[config.mk]
export PLATFORM = sky130hd
export DESIGN_NAME = gfx128_wbm_readwrite
export DESIGN_NICKNAME = d
export VERILOG_FILES = /design/src/rtl/gfx128_pkg.sv /design/src/rtl/gfx128_wbm_readwrite.sv
export SDC_FILE = /design/constraint.sdc
export NUM_CORES = 1
export LEC_CHECK = 0
export CORE_AREA = 2 2 244 246
export DETAILED_ROUTE_END_ITERATION = 12
export DIE_AREA = 0 0 246 248
export HOLD_SLACK_MARGIN = 0.03
export SYNTH_ARGS = -nofsm -noshare
export SYNTH_HDL_FRONTEND = slang
export SYNTH_SLANG_ARGS = --single-unit
[constraint.sdc]
create_clock -name clk_i -period 1.7 [get_ports clk_i]
set_clock_uncertainty 0.1 [all_clocks]
set_input_delay 0.51 -clock clk_i [delete_from_list [all_inputs] [get_ports clk_i]]
set_output_delay 0.51 -clock clk_i [all_outputs]
set_load 0.02 [all_outputs]
[src/rtl/gfx128_pkg.sv]
// Shared types and bus constants for the gfx128 Wishbone master blocks.
package gfx128_pkg;

    typedef enum logic [1:0] {
        IDLE = 2'd0,
        BUS  = 2'd1,
        HOLD = 2'd2
    } wbm_rw_state_t;

    localparam logic [2:0] CTI_CLASSIC = 3'b000;
    localparam logic [1:0] BTE_LINEAR  = 2'b00;

endpackage

[src/rtl/gfx128_wbm_readwrite.sv]
// Single-beat 128-bit Wishbone classic master: latches one arbiter request,
// runs the bus cycle with an optional timeout, then pulses ack_o for one cycle.
module gfx128_wbm_readwrite
    import gfx128_pkg::*;
#(
    parameter int TIMEOUT_CYCLES = 1024
) (
    input  logic         clk_i,
    input  logic         rst_i,
    input  logic         read_request_i,
    input  logic         write_request_i,
    input  logic [31:4]  addr_i,
    input  logic         we_i,
    input  logic [15:0]  sel_i,
    input  logic [127:0] dat_i,
    output logic [127:0] dat_o,
    output logic         ack_o,
    output logic         wbm_cyc_o,
    output logic         wbm_stb_o,
    output logic [2:0]   wbm_cti_o,
    output logic [1:0]   wbm_bte_o,
    output logic         wbm_we_o,
    output logic [31:0]  wbm_adr_o,
    output logic [15:0]  wbm_sel_o,
    output logic [127:0] wbm_dat_o,
    input  logic [127:0] wbm_dat_i,
    input  logic         wbm_ack_i,
    input  logic         wbm_err_i,
    output logic         busy_o,
    output logic         err_o,
    input  logic         err_clr_i
);

    localparam int CNT_W = (TIMEOUT_CYCLES > 1) ? $clog2(TIMEOUT_CYCLES) : 1;
    localparam logic [CNT_W-1:0] CNT_LAST =
        CNT_W'((TIMEOUT_CYCLES > 0) ? (TIMEOUT_CYCLES - 1) : 0);

    wbm_rw_state_t state;
    logic [31:4]   addr_q;
    logic [15:0]   sel_q;
    logic [127:0]  dat_q;
    logic          we_q;
    logic          is_write_q;
    logic [CNT_W-1:0] cnt;

    logic in_bus;
    logic timeout_hit;
    logic bus_fail;

    assign in_bus      = (state == BUS);
    // An ack in the final allowed cycle still completes normally.
    assign timeout_hit = (TIMEOUT_CYCLES != 0) && (cnt == CNT_LAST);
    assign bus_fail    = wbm_err_i || (timeout_hit && !wbm_ack_i);

    always_ff @(posedge clk_i) begin
        // NOTE: sequential state uses non-blocking assignments so every register
        // samples pre-edge values regardless of statement order.
        if (rst_i) begin
            state      <= IDLE;
            addr_q     <= '0;
            sel_q      <= '0;
            dat_q      <= '0;
            we_q       <= 1'b0;
            is_write_q <= 1'b0;
            cnt        <= '0;
            dat_o      <= '0;
        end else begin
            case (state)
                IDLE: begin
                    if (read_request_i || write_request_i) begin
                        addr_q     <= addr_i;
                        sel_q      <= sel_i;
                        dat_q      <= dat_i;
                        we_q       <= we_i;
                        is_write_q <= write_request_i;
                        cnt        <= '0;
                        state      <= BUS;
                    end
                end
                BUS: begin
                    cnt <= cnt + 1'b1;
                    if (bus_fail) begin
                        dat_o <= '0;
                        state <= HOLD;
                    end else if (wbm_ack_i) begin
                        if (!is_write_q) begin
                            dat_o <= wbm_dat_i;
                        end
                        state <= HOLD;
                    end
                end
                HOLD:    state <= IDLE;
                default: state <= IDLE;
            endcase
        end
    end

    // Sticky error flag; a new failure outranks a coincident clear.
    always_ff @(posedge clk_i) begin
        if (rst_i) begin
            err_o <= 1'b0;
        end else if (in_bus && bus_fail) begin
            err_o <= 1'b1;
        end else if (err_clr_i) begin
            err_o <= 1'b0;
        end
    end

    assign wbm_cyc_o = in_bus;
    assign wbm_stb_o = in_bus;
    assign wbm_we_o  = in_bus && is_write_q && we_q;
    assign wbm_adr_o = {addr_q, 4'h0};
    assign wbm_sel_o = sel_q;
    assign wbm_dat_o = dat_q;
    assign wbm_cti_o = CTI_CLASSIC;
    assign wbm_bte_o = BTE_LINEAR;
    assign ack_o     = (state == HOLD);
    assign busy_o    = (state != IDLE);

endmodule

==> metrics <==
status=complete, but fails checks; failing checks=negative setup slack; Seq cells post-synth=315; Num CTS Buffers=36; arrival time at the worst endpoint=1.52 ns; share of the synthesized area in the top cell type=0.488; RR Endpoint=dat_o[62]; count of pins over their slew limit=0; first-pass GRT wire length=74.2 mm; DR vias/cell=4.68; Placement Setup Slack=-0.667 ns; CP startpoint=state[1]; largest net degree at the start of global routing=84; Critical R2R Launch=state[1]; Final WS setup=-0.431 ns; Global Route Usage Sum=0.152; CTS root buffer=clkbuf_16; RSZ-0062 raised after global routing=yes; Final Util=0.385; Core Region=58500 sq um; GPL Wtd Cong=0.819; Initial Util=0.221; DRC Markers=0; number of synthesized flops with an enable pin=0; share of post-route cells with drive strength above 1=0.372; die area=61000 sq um; Sequential Power Share=0.385; Yosys cell types=49; crit-path max cell delay=0.35 ns; vias in the first global route=13200; Synth Flop Type=dfxtp_1; Area Growth Syn to Fin=74.3%; Setup crit end kind=output pin; internal power=0.0148 W; Comb power frac=0.244; hold buffer count at cts=0; Hold Violations, Final=0; hold path depth=3; leading cell type in the layout, fill and taps excluded=clkdlybuf4s50_1; clock share of power=0.371; worst-path cell chain=nand2b_4, inv_4, buf_6, and3_4, buf_6; DP Area=20400 sq um; Min-Delay Startpoint=rst_i; drt first pass iters=5; Max stage delay cell, worst path=dfxtp_4; maxcap violations=0; Worst Max-Slew Pin Slew=0.648 ns; crit path max fanout=5; Synth Cell Area=12900 sq um; CTS tree=done; I/O Buffers=613; WP data required=1.09 ns; ys async rst share=0; gate count of the mapped netlist=1462; crit-path leading delay family=flip-flops; Final ANT Viol Nets=0; Max clock buf depth=3; Cell Pwr Density=932 nW/um^2; Nets=2467; Crit Path Class=flop to output pin; synth top area cells=dfxtp_1, nand3_1, o31ai_2; Switch Pwr=0.00613 W; Leakage=9.11 nW; design area=22500 sq um; IO Count=623; Final min period=2.13 ns; most frequent cells in the layout=clkdlybuf4s50_1, dfxtp_1, nand3_1, buf_2, o21ai_0; Sw Ratio=0.292; final total power=0.0210 W; row cnt=89; DP Wirelength=35.5 mm; Post-Route WL=55.6 mm; f_max=469 MHz; reg2reg path depth=9; final count of negative-setup-slack endpoints=300; setup TNS=-46.17 ns; R2R setup slack=-0.31 ns; remaining global-route overflow=0; Setup crit start kind=flop; WL per Instance=18.8 microns; CTS clk-pin slew, worst paths=0.06 ns; initial DRC count=530; WP buf/inv=3; YS warnings=0; top cell type by total area after synthesis=dfxtp_1; Max VDD drop=812 uV; Die X=246 microns; Min-Delay Endpoint=state[0]; post-synthesis sequential area ratio=0.488; DR vias=13800; CP dominant cell by count=buf_6; syn_area_per_cell=8.83 sq um; Hold Crit Class=input pin to flop; Worst-Skew Late Latency=0.53 ns; H-tree depth=2; max-slew headroom at the worst pin=0.568; initial antenna violation count=1; Sink Count=315; Tcrit/Tclk final=1.25; die height=248 microns
[cell usage after synthesis, types with 3 or more instances]
cell,number
a21oi_1,179
buf_1,7
buf_12,11
buf_2,29
buf_4,10
buf_6,3
clkbuf_1,106
dfxtp_1,315
inv_1,133
nand2_1,5
nand3_1,303
nor2_1,7
nor2b_1,4
nor3_1,3
o211ai_1,4
o21ai_0,175
o31ai_1,29
o31ai_2,100
or4b_1,3
[state kept, by name (all words and copies together), names as in the netlist]
register    cells
we_q            1
wbm_sel_o      16
addr_q         28
err_o           1
state           2
cnt            10
is_write_q      1
dat_o         128
wbm_dat_o     128
[cell families after synthesis]
group	after synthesis	synth area share
fa+ha+maj	1	0.000969
other cells	1	0.000290
simple gates	342	0.136
buf+inv	301	0.109
compound gates	500	0.264
mux	2	0.00174
flops	315	0.488
[how the worst max path moves through the flow]
| stage | endpoint | slack [ns] | cells past startpoint |
|---|---|---|---|
| after floorplan | dat_o[0] | -0.07 | 5 |
| after global placement | dat_o[74] | -0.62 | 6 |
| after detailed placement | dat_o[85] | -0.67 | 6 |
| after CTS | wbm_we_o | -0.48 | 5 |
| after global routing | wbm_we_o | -0.49 | 5 |
| final | wbm_we_o | -0.43 | 5 |
[cell type report]
cell class / instances / area [sq um]
tap: 773 / 967
clock inverter: 10 / 130
timing repair buffer: 816 / 7590
fill: 5861 / 36000
multi-input combinational: 854 / 5950
clock buffer: 51 / 1020
inverter: 135 / 512
antenna: 1 / 2.50
sequential: 315 / 6350
[repair_timing]
| item | 4_1_cts | 5_1_grt |
|---|---|---|
| pin swaps | 10 | 47 |
| resized for setup | 1368 | 234 |
| gates cloned | 10 | 30 |
| setup endpoints to repair | 596 | 368 |
| buffers inserted | 21 | 24 |
[through the flow]
stage,std cells,hold WS (ns)
detailed placement,2817,0.351
global placement,2817,0.353
floorplan,1470,0.349
CTS,2908,0.243
finish,2955,0.261
global route,2954,0.257
[power groups by stage]
stage | combinational, W | clock, W | sequential (W)
after global routing | 0.00542 | 0.00828 | 0.00812
after detailed placement | 0.00431 | 0 | 0.00823
final | 0.00512 | 0.00778 | 0.00808
after floorplan | 0.00138 | 0 | 0.00874
after CTS | 0.00411 | 0.00797 | 0.00807
after global placement | 0.00427 | 0 | 0.00822
[metal layers]
| layer | vias up | global-route usage | wire length [microns] |
|---|---|---|---|
| li1 | 6556 | - | - |
| met1 | 6570 | 0.173 | 20700 |
| met2 | 601 | 0.262 | 28000 |
| met3 | 103 | 0.0506 | 5070 |
| met4 | 0 | 0.0622 | 1860 |
| met5 | - | 0 | 0 |
[tightest hold or removal path, delay by kind of cell]
| kind | cells | cell delay [ns] |
|---|---|---|
| buffers and inverters | 1 | 0.14 |
| AOI/OAI and AO/OA | 1 | 0.05 |
| and+or+nand+nor | 1 | 0.15 |
Power figures use the tool's default switching activity.
